<file path="config.mk">
export PLATFORM = sky130hd
export DESIGN_NAME = alu_seq
export DESIGN_NICKNAME = d
export VERILOG_FILES = /design/src/rtl/alu_pkg.sv /design/src/rtl/alu_mul_iter.sv /design/src/rtl/alu_seq.sv
export SDC_FILE = /design/constraint.sdc
export NUM_CORES = 1
export LEC_CHECK = 0
export CAP_MARGIN = 20
export CORE_MARGIN = 5
export CORE_UTILIZATION = 47
export DETAILED_ROUTE_END_ITERATION = 8
export GPL_TIMING_DRIVEN = 0
export PLACE_DENSITY = 0.79
export RECOVER_POWER = 50
export SLEW_MARGIN = 20
export SYNTH_ARGS = -nofsm -noshare
export SYNTH_HDL_FRONTEND = slang
export SYNTH_SLANG_ARGS = --single-unit
</file>
<file path="constraint.sdc">
create_clock -name clk -period 8.5 [get_ports clk]
set_input_delay 1.7 -clock clk [delete_from_list [all_inputs] [get_ports clk]]
set_output_delay 1.7 -clock clk [all_outputs]
set_load 0.02 [all_outputs]
</file>
<file path="src/rtl/alu_pkg.sv">
// Shared types for the sequential ALU: op codes, FSM states and op-code width.
// Build option ALU_MUL_EN (see alu_seq) decides whether OP_MUL is implemented.
package alu_pkg;

  localparam int ALU_OP_W = 4;

  typedef enum logic [ALU_OP_W-1:0] {
    OP_ADD  = 4'd0,
    OP_SUB  = 4'd1,
    OP_AND  = 4'd2,
    OP_OR   = 4'd3,
    OP_XOR  = 4'd4,
    OP_SLT  = 4'd5,
    OP_SLTU = 4'd6,
    OP_SLL  = 4'd7,
    OP_SRL  = 4'd8,
    OP_SRA  = 4'd9,
    OP_MUL  = 4'd10
  } alu_op_t;

  typedef enum logic [0:0] {
    ST_IDLE     = 1'b0,
    ST_MUL_BUSY = 1'b1
  } alu_state_t;

endpackage

</file>
<file path="src/rtl/alu_mul_iter.sv">
// Shift-add multiplier, one multiplier bit per cycle, keeping the low WIDTH bits.
// done pulses on the last iteration; product is valid in that same cycle.
module alu_mul_iter #(
  parameter int WIDTH = 32,
  parameter int SHW   = $clog2(WIDTH)
) (
  input  logic             clk,
  input  logic             rst,
  input  logic             start,
  input  logic [WIDTH-1:0] a,
  input  logic [WIDTH-1:0] b,
  output logic             busy,
  output logic             done,
  output logic [WIDTH-1:0] product
);

  logic [WIDTH-1:0] a_q, a_d;
  logic [WIDTH-1:0] b_q, b_d;
  logic [WIDTH-1:0] acc_q, acc_d;
  logic [SHW-1:0]   cnt_q, cnt_d;
  logic             busy_q, busy_d;
  logic [WIDTH-1:0] addend;
  logic             last_iter;

  assign addend    = b_q[0] ? a_q : '0;
  assign last_iter = busy_q && (cnt_q == SHW'(WIDTH - 1));

  always_comb begin
    a_d    = a_q;
    b_d    = b_q;
    acc_d  = acc_q;
    cnt_d  = cnt_q;
    busy_d = busy_q;
    if (start) begin
      a_d    = a;
      b_d    = b;
      acc_d  = '0;
      cnt_d  = '0;
      busy_d = 1'b1;
    end else if (busy_q) begin
      acc_d = acc_q + addend;
      a_d   = a_q << 1;
      b_d   = b_q >> 1;
      if (last_iter) begin
        busy_d = 1'b0;
        cnt_d  = '0;
      end else begin
        cnt_d = cnt_q + SHW'(1);
      end
    end
  end

  always_ff @(posedge clk) begin
    if (rst) begin
      a_q    <= '0;
      b_q    <= '0;
      acc_q  <= '0;
      cnt_q  <= '0;
      busy_q <= 1'b0;
    end else begin
      a_q    <= a_d;
      b_q    <= b_d;
      acc_q  <= acc_d;
      cnt_q  <= cnt_d;
      busy_q <= busy_d;
    end
  end

  // The final partial product is folded in combinationally so the result
  // is ready on the same edge that ends the iteration.
  assign busy    = busy_q;
  assign done    = last_iter;
  assign product = acc_q + addend;

endmodule

</file>
<file path="src/rtl/alu_seq.sv">
// Handshaked ALU with registered result/flags. Define ALU_MUL_EN to build the
// iterative multiplier and MUL_BUSY state; otherwise OP_MUL reports Illegal.
module alu_seq
  import alu_pkg::*;
#(
  parameter int WIDTH = 32,
  parameter int SHW   = $clog2(WIDTH)
) (
  input  logic                clk,
  input  logic                rst,
  input  logic                in_valid,
  output logic                in_ready,
  input  logic [WIDTH-1:0]    A,
  input  logic [WIDTH-1:0]    B,
  input  logic [ALU_OP_W-1:0] ALUControl,
  output logic                out_valid,
  input  logic                out_ready,
  output logic [WIDTH-1:0]    Result,
  output logic                Zero,
  output logic                Negative,
  output logic                Carry,
  output logic                Overflow,
  output logic                Illegal
);

  logic             out_valid_q, out_valid_d;
  logic [WIDTH-1:0] result_q, result_d;
  logic             zero_q, zero_d;
  logic             neg_q, neg_d;
  logic             carry_q, carry_d;
  logic             ovf_q, ovf_d;
  logic             ill_q, ill_d;

  logic             accept;
  logic             consume;
  logic             is_mul;
  logic             mul_done;
  logic [WIDTH-1:0] mul_product;

  logic [WIDTH:0]   sum_w;
  logic [WIDTH:0]   diff_w;
  logic [SHW-1:0]   shamt;
  logic [WIDTH-1:0] alu_res;
  logic             alu_carry;
  logic             alu_ovf;
  logic             alu_ill;

  assign accept  = in_valid && in_ready;
  assign consume = out_valid_q && out_ready;
  assign sum_w   = {1'b0, A} + {1'b0, B};
  assign diff_w  = {1'b0, A} - {1'b0, B};
  assign shamt   = B[SHW-1:0];

  // SUB carry is "no borrow", i.e. the inverted borrow out of the extended subtract.
  always_comb begin
    alu_res   = '0;
    alu_carry = 1'b0;
    alu_ovf   = 1'b0;
    alu_ill   = 1'b0;
    case (ALUControl)
      OP_ADD: begin
        alu_res   = sum_w[WIDTH-1:0];
        alu_carry = sum_w[WIDTH];
        alu_ovf   = (A[WIDTH-1] == B[WIDTH-1]) && (sum_w[WIDTH-1] != A[WIDTH-1]);
      end
      OP_SUB: begin
        alu_res   = diff_w[WIDTH-1:0];
        alu_carry = !diff_w[WIDTH];
        alu_ovf   = (A[WIDTH-1] != B[WIDTH-1]) && (diff_w[WIDTH-1] != A[WIDTH-1]);
      end
      OP_AND:  alu_res = A & B;
      OP_OR:   alu_res = A | B;
      OP_XOR:  alu_res = A ^ B;
      OP_SLT:  alu_res = WIDTH'($signed(A) < $signed(B));
      OP_SLTU: alu_res = WIDTH'(A < B);
      OP_SLL:  alu_res = A << shamt;
      OP_SRL:  alu_res = A >> shamt;
      OP_SRA:  alu_res = $signed(A) >>> shamt;
      default: alu_ill = 1'b1;
    endcase
  end

`ifdef ALU_MUL_EN
  alu_state_t state_q, state_d;
  logic       mul_start;
  logic       mul_busy;

  assign is_mul    = (ALUControl == OP_MUL);
  assign mul_start = accept && is_mul;

  alu_mul_iter #(.WIDTH(WIDTH), .SHW(SHW)) u_mul (
    .clk     (clk),
    .rst     (rst),
    .start   (mul_start),
    .a       (A),
    .b       (B),
    .busy    (mul_busy),
    .done    (mul_done),
    .product (mul_product)
  );

  // Returning on !mul_busy as well keeps the FSM from ever waiting on an idle multiplier.
  always_comb begin
    state_d = state_q;
    case (state_q)
      ST_IDLE:     if (mul_start) state_d = ST_MUL_BUSY;
      ST_MUL_BUSY: if (mul_done || !mul_busy) state_d = ST_IDLE;
      default:     state_d = ST_IDLE;
    endcase
  end

  always_ff @(posedge clk) begin
    if (rst) state_q <= ST_IDLE;
    else     state_q <= state_d;
  end

  assign in_ready = (state_q == ST_IDLE) && (!out_valid_q || out_ready);
`else
  assign is_mul      = 1'b0;
  assign mul_done    = 1'b0;
  assign mul_product = '0;
  assign in_ready    = !out_valid_q || out_ready;
`endif

  // A load in the same cycle as a consume wins, so out_valid stays high.
  always_comb begin
    out_valid_d = out_valid_q;
    result_d    = result_q;
    zero_d      = zero_q;
    neg_d       = neg_q;
    carry_d     = carry_q;
    ovf_d       = ovf_q;
    ill_d       = ill_q;
    if (consume) out_valid_d = 1'b0;
    if (accept && !is_mul) begin
      out_valid_d = 1'b1;
      result_d    = alu_res;
      zero_d      = (alu_res == '0);
      neg_d       = alu_res[WIDTH-1];
      carry_d     = alu_carry;
      ovf_d       = alu_ovf;
      ill_d       = alu_ill;
    end
    if (mul_done) begin
      out_valid_d = 1'b1;
      result_d    = mul_product;
      zero_d      = (mul_product == '0);
      neg_d       = mul_product[WIDTH-1];
      carry_d     = 1'b0;
      ovf_d       = 1'b0;
      ill_d       = 1'b0;
    end
  end

  always_ff @(posedge clk) begin
    if (rst) begin
      out_valid_q <= 1'b0;
      result_q    <= '0;
      zero_q      <= 1'b0;
      neg_q       <= 1'b0;
      carry_q     <= 1'b0;
      ovf_q       <= 1'b0;
      ill_q       <= 1'b0;
    end else begin
      out_valid_q <= out_valid_d;
      result_q    <= result_d;
      zero_q      <= zero_d;
      neg_q       <= neg_d;
      carry_q     <= carry_d;
      ovf_q       <= ovf_d;
      ill_q       <= ill_d;
    end
  end

  assign out_valid = out_valid_q;
  assign Result    = result_q;
  assign Zero      = zero_q;
  assign Negative  = neg_q;
  assign Carry     = carry_q;
  assign Overflow  = ovf_q;
  assign Illegal   = ill_q;

endmodule

</file>
## Word level (Yosys, flattened, before mapping)

Index checks and enable logic that the tools add are counted.

- Bits of input ports: 72
- Register bits after elaboration: 38

- Reduce and logical (&&, ||, !) cells: 11
- Shift operators: 3
- $add $sub $neg: 2
- Equal/unequal tests: 13
- Magnitude comparators: 2
- Mux-type cells: 6
- Bitwise operators: 3

Operator list:

| operator | count |
|---|---|
| one-hot mux 32 bit (10 select lines) | 1 |
| < comparator 32 bit | 2 |
| adder 32 x 32 -> 33 bit | 1 |
| subtractor 32 x 32 -> 33 bit | 1 |
| AND 32 bit | 1 |
| zero test 32 bit | 1 |
| bitwise OR 32 bit | 1 |
| << shifter 32 x 5 -> 32 bit | 1 |
| right shift 32 x 5 -> 32 bit | 1 |
| >>> shifter 32 x 5 -> 32 bit | 1 |
| XOR 32 bit | 1 |
| == test 4 x 3 -> 1 bit (second input constant) | 4 |
| OR reduction 10 bit | 1 |
| == test 4 x 2 -> 1 bit (second input constant) | 2 |
| == test 4 bit (second input constant) | 2 |
| == test 4 x 1 -> 1 bit (second input constant) | 1 |
| logical AND 1 bit | 4 |
| zero test 4 bit | 1 |
| one-hot mux 1 bit (2 select lines) | 2 |
| two-way mux 1 bit | 3 |
| inequality test 1 bit | 3 |
| zero test 1 bit | 2 |
| nonzero test 2 bit | 1 |
| == test 1 bit | 1 |
| logical OR 1 bit | 1 |

## Logic depth before layout (Yosys ltp)

- Depth in word-level cells: 4
- Mapped depth: 19
- Depth with buffers taken out: 14

## Least setup slack after synthesis

No wires, ideal clock.

- Path kind: input to register
- From: input port B[2]
- To: register zero_q (netlist: Zero)
- Cell stages on the path: 19
- Setup time: 0.059 ns
- Path slack: 2.439 ns
- Buffers on the path: 6
- Arrival: 6.003 ns
- Cell sequence: buf_2 -> inv_1 -> buf_2 -> buf_2 -> buf_2 -> buf_1 -> ha_1 -> buf_2 -> nor2b_1 -> a2111oi_4 -> o311a_1 -> a211o_1 -> a21oi_1 -> mux2_1 -> a221o_1 -> or4_1 -> nor4_1 -> and3_1 -> a31o_1

- Cells in the longest elaborated chain, start to end: 3
- Elaborated cells on any way between the ends: 12

Ends and longest elaborated chain:

| element | RTL line | text |
|---|---|---|
| start, declared | alu_seq.sv:14 | `input logic [WIDTH-1:0] B,` |
| subtractor 32 x 32 -> 33 bit (tied with other cells) | alu_seq.sv:51 | `assign diff_w = {1'b0, A} - {1'b0, B};` |
| one-hot mux 32 bit (10 select lines) * | alu_seq.sv:60 | `case (ALUControl)` |
| zero test 32 bit * | alu_seq.sv:138 | `zero_d = (alu_res == '0);` |
| end signal, assigned | alu_seq.sv:167 | `zero_q <= zero_d;` |
| end, declared | alu_seq.sv:28 | `logic zero_q, zero_d;` |

Every way passes the cells marked *; elsewhere a longest branch is shown, timed or not.
A chain may end at the register's enable or synchronous reset.

## Worst setup path after layout

Ends and elaborated chain as after synthesis.

==> flow_summary.toml <==
[run_status]
status = "complete, no violations"

[routing]
routed_wl_mm = 63.35
drtAntennaViolNets = 0
firstDrtPassIters = 7
vias_per_cell = 7.532
drt_iter0_drc = 2684
avgRoutedWirePerCell_um = 32.32
vias = 14760
route.detailed.drc = 0

[timing]
maxSlewHeadroom = 0.1771
finalCritPeriodShare = 0.9517
setup-violations-final = 0
setup_tns_ps = 0
hold_viol = 0
rsz0062_at_grt = "false"
final_max_slew_viol_count = 0
finClkSkew_ps = 3.155
finalCriticalPeriod_ps = 8090
fmax_mhz = 123.6
tightest_slew_ps = 1217

[floorplan]
initial_core_util = 0.4719
dieArea_um2 = 26510
fp-row-count = 56
core_area_um2 = 23260
die_w_um = 162.8
die_h_um = 162.8
ios = 111

[clock_network]
clock-root-buffer = "clkbuf_16"
cts_resized = 0
clk_latency_ps = 290
ctsHtreeMaxLevel = 2
cts_buffer_depth = 2
cts_hold_buf = 0
cts_tree = "done"
postCtsSetupBuffers = 0
cts.sink_count = 37
path_clk_slew_ps = 50
numCtsBuffers = 5

[global_routing]
antenna_found_initial = 2
grt_max_degree = 12
grt_util_all_layers = 0.4618
grt_overflow = 0
grt_pass1_vias = 13850
grt_pass1_wl_mm = 91.69

[job]
cap_violations = 0

[logic_synthesis]
avgSynthCellArea_um2 = 7.193
synth_seq_cells = 37
ys_seq_area_frac = 0.06748
synth_nets = 1700
ys_async_sr_fraction = 0
syn-instance-count = 1526
synth.most_common_cell = "nor2_1"
synth_edf_count = 0
yosysUniqueCellTypes = 90
synth_top_area_cell = "ha_1"
synth.top_cell.area_share = 0.1140
syn_area_um2 = 10980
yosysWarnings = 0
synth_common_cells = "nor2_1, a21oi_1, nand2_1, ha_1, inv_1"
synth_ff_type = "dfxtp_1"
yosys-top-cells-area = "ha_1, mux4_2, dfxtp_1, nor2_1, a21oi_1"

[worst_hold_path]
hold_depth = 2
min_from = "Result[24]"
hold_class = "register to register"
worst_hold_path.endpoint = "Result[24]"

[place]
gp_congestion = 1.125
dp.cells = 1953
dp_hpwl_mm = 50.31
portBuffers = 108

[layout]
multi_input_area_um2 = 9319
layout-drive-gt1-share = 0.07252
nNetsFinal = 1815
area.growth.synth_to_final_pct = 14.85
antenna_cells = 0
fillCellCount = 2298
stdcell_count = 1960
regArea_um2 = 740.7

[pwr]
power.density_nw_per_um2 = 99.25
p_leak_uw = 0.004959
ir_worst_vdd_mv = 0.1123

[critical_path]
required_ps = 8730
cp_max_fo = 11
rr_endpoint = "Zero"
endpoint_kind = "register"
cp-start-kind = "primary input"
arrival_ps = 8320
critPathKind = "primary input to register"
startpoint = "B[2]"
reg2reg_depth = 11
r2r_start = "out_valid"
r2r_slack_ps = 5430
routing by layer:
layer	global-route usage	up-vias	routed length, um	part of all wire
li1	-	6048	-	-
met1	0.5658	6880	21970	0.35
met2	0.6983	1417	26180	0.41
met3	0.1235	413	8937	0.14
met4	0.3321	4	6246	0.099
met5	0	-	20	0.00032
placed cells by master (no fill, tap or decap), types with 12 or more instances in the layout:
master | synthesis | routed
nand3_1 | 39 | 39
nand2_1 | 108 | 108
or3_1 | 12 | 12
nor4_1 | 30 | 30
a31oi_1 | 12 | 12
mux2i_1 | 39 | 39
clkdlybuf4s50_1 | 0 | 71
dfxtp_1 | 37 | 37
o21ai_0 | 77 | 77
nand4_1 | 16 | 16
buf_2 | 16 | 16
a21oi_1 | 121 | 121
dlygate4sd3_1 | 0 | 37
buf_1 | 18 | 18
a211oi_1 | 58 | 58
o31ai_1 | 25 | 25
clkbuf_1 | 77 | 78
nor2b_1 | 16 | 16
o22ai_1 | 17 | 17
xnor2_1 | 13 | 13
nor3_1 | 45 | 44
ha_1 | 100 | 100
nor2_1 | 183 | 183
a21o_1 | 21 | 21
inv_1 | 95 | 95
mux4_2 | 49 | 49
o211ai_1 | 41 | 41
a221oi_1 | 14 | 14
cell families (layout without fill, tap and decap cells):
family | count (synthesis) | count (layout) | share of synthesized area
AOI/OAI and AO/OA | 526 | 526 | 0.3303
xor gates and xnor gates | 13 | 13 | 0.01037
adders and majority gates | 102 | 102 | 0.1176
buffers and inverters | 224 | 339 | 0.08423
DFF | 37 | 37 | 0.06748
muxes | 110 | 110 | 0.1671
and+or+nand+nor | 514 | 514 | 0.2228
flip-flops by register name, summed over array words and instances, names as in the netlist:
register   count
Result        32
Carry          1
Illegal        1
Overflow       1
Zero           1
out_valid      1
report_power, final:
group	internal (uW)	leakage, uW	total, uW	switching (uW)
Combinational	290	0.00458	871	581
Clock	115	0.0000700	184	69.2
Sequential	188	0.000306	196	7.50
Total	594	0.00496	1250	658
worst max-delay path, cell delays in order:
cell	delay, ps
clkdlybuf4s50_1	420
buf_2	210
inv_1	110
buf_2	320
buf_2	370
buf_2	400
buf_1	660
ha_1	370
buf_2	170
nor2b_1	170
a2111oi_4	520
o311a_1	260
a211o_1	260
a2bb2oi_1	180
a22o_1	320
nand4_1	410
or4_1	620
nor4_1	450
and3_1	230
a31o_1	140
area by class of cell:
class,count,area share
Buffer,122,0.04297
Sequential cell,37,0.05875
Tap cell,319,0.03166
Timing Repair Buffer,108,0.08575
Multi-Input combinational cell,1265,0.7392
Clock buffer,7,0.01131
Inverter,102,0.03037
through the flow:
stage	total power, uW	hold slack (ps)	worst slack (ps)	utilization	cell area (um2)
3_3_place_gp	1018	440.9	89.62	0.5355	12460
4_1_cts	1201	463.3	703.6	0.5420	12610
6_report	1251	457.0	410.4	0.5420	12610
2_1_floorplan	695.8	530.4	2439	-	10980
3_5_place_dp	1020	456.4	444.0	0.5358	12460
5_1_grt	1285	499.4	208.5	0.5420	12610
worst max path at each step:
stage          endpoint  slack, ps
4_1_cts            Zero        700
3_3_place_gp       Zero         90
5_1_grt            Zero        210
6_report           Zero        410
2_1_floorplan      Zero       2440
3_5_place_dp       Zero        440
Power figures use the tool's default switching activity.
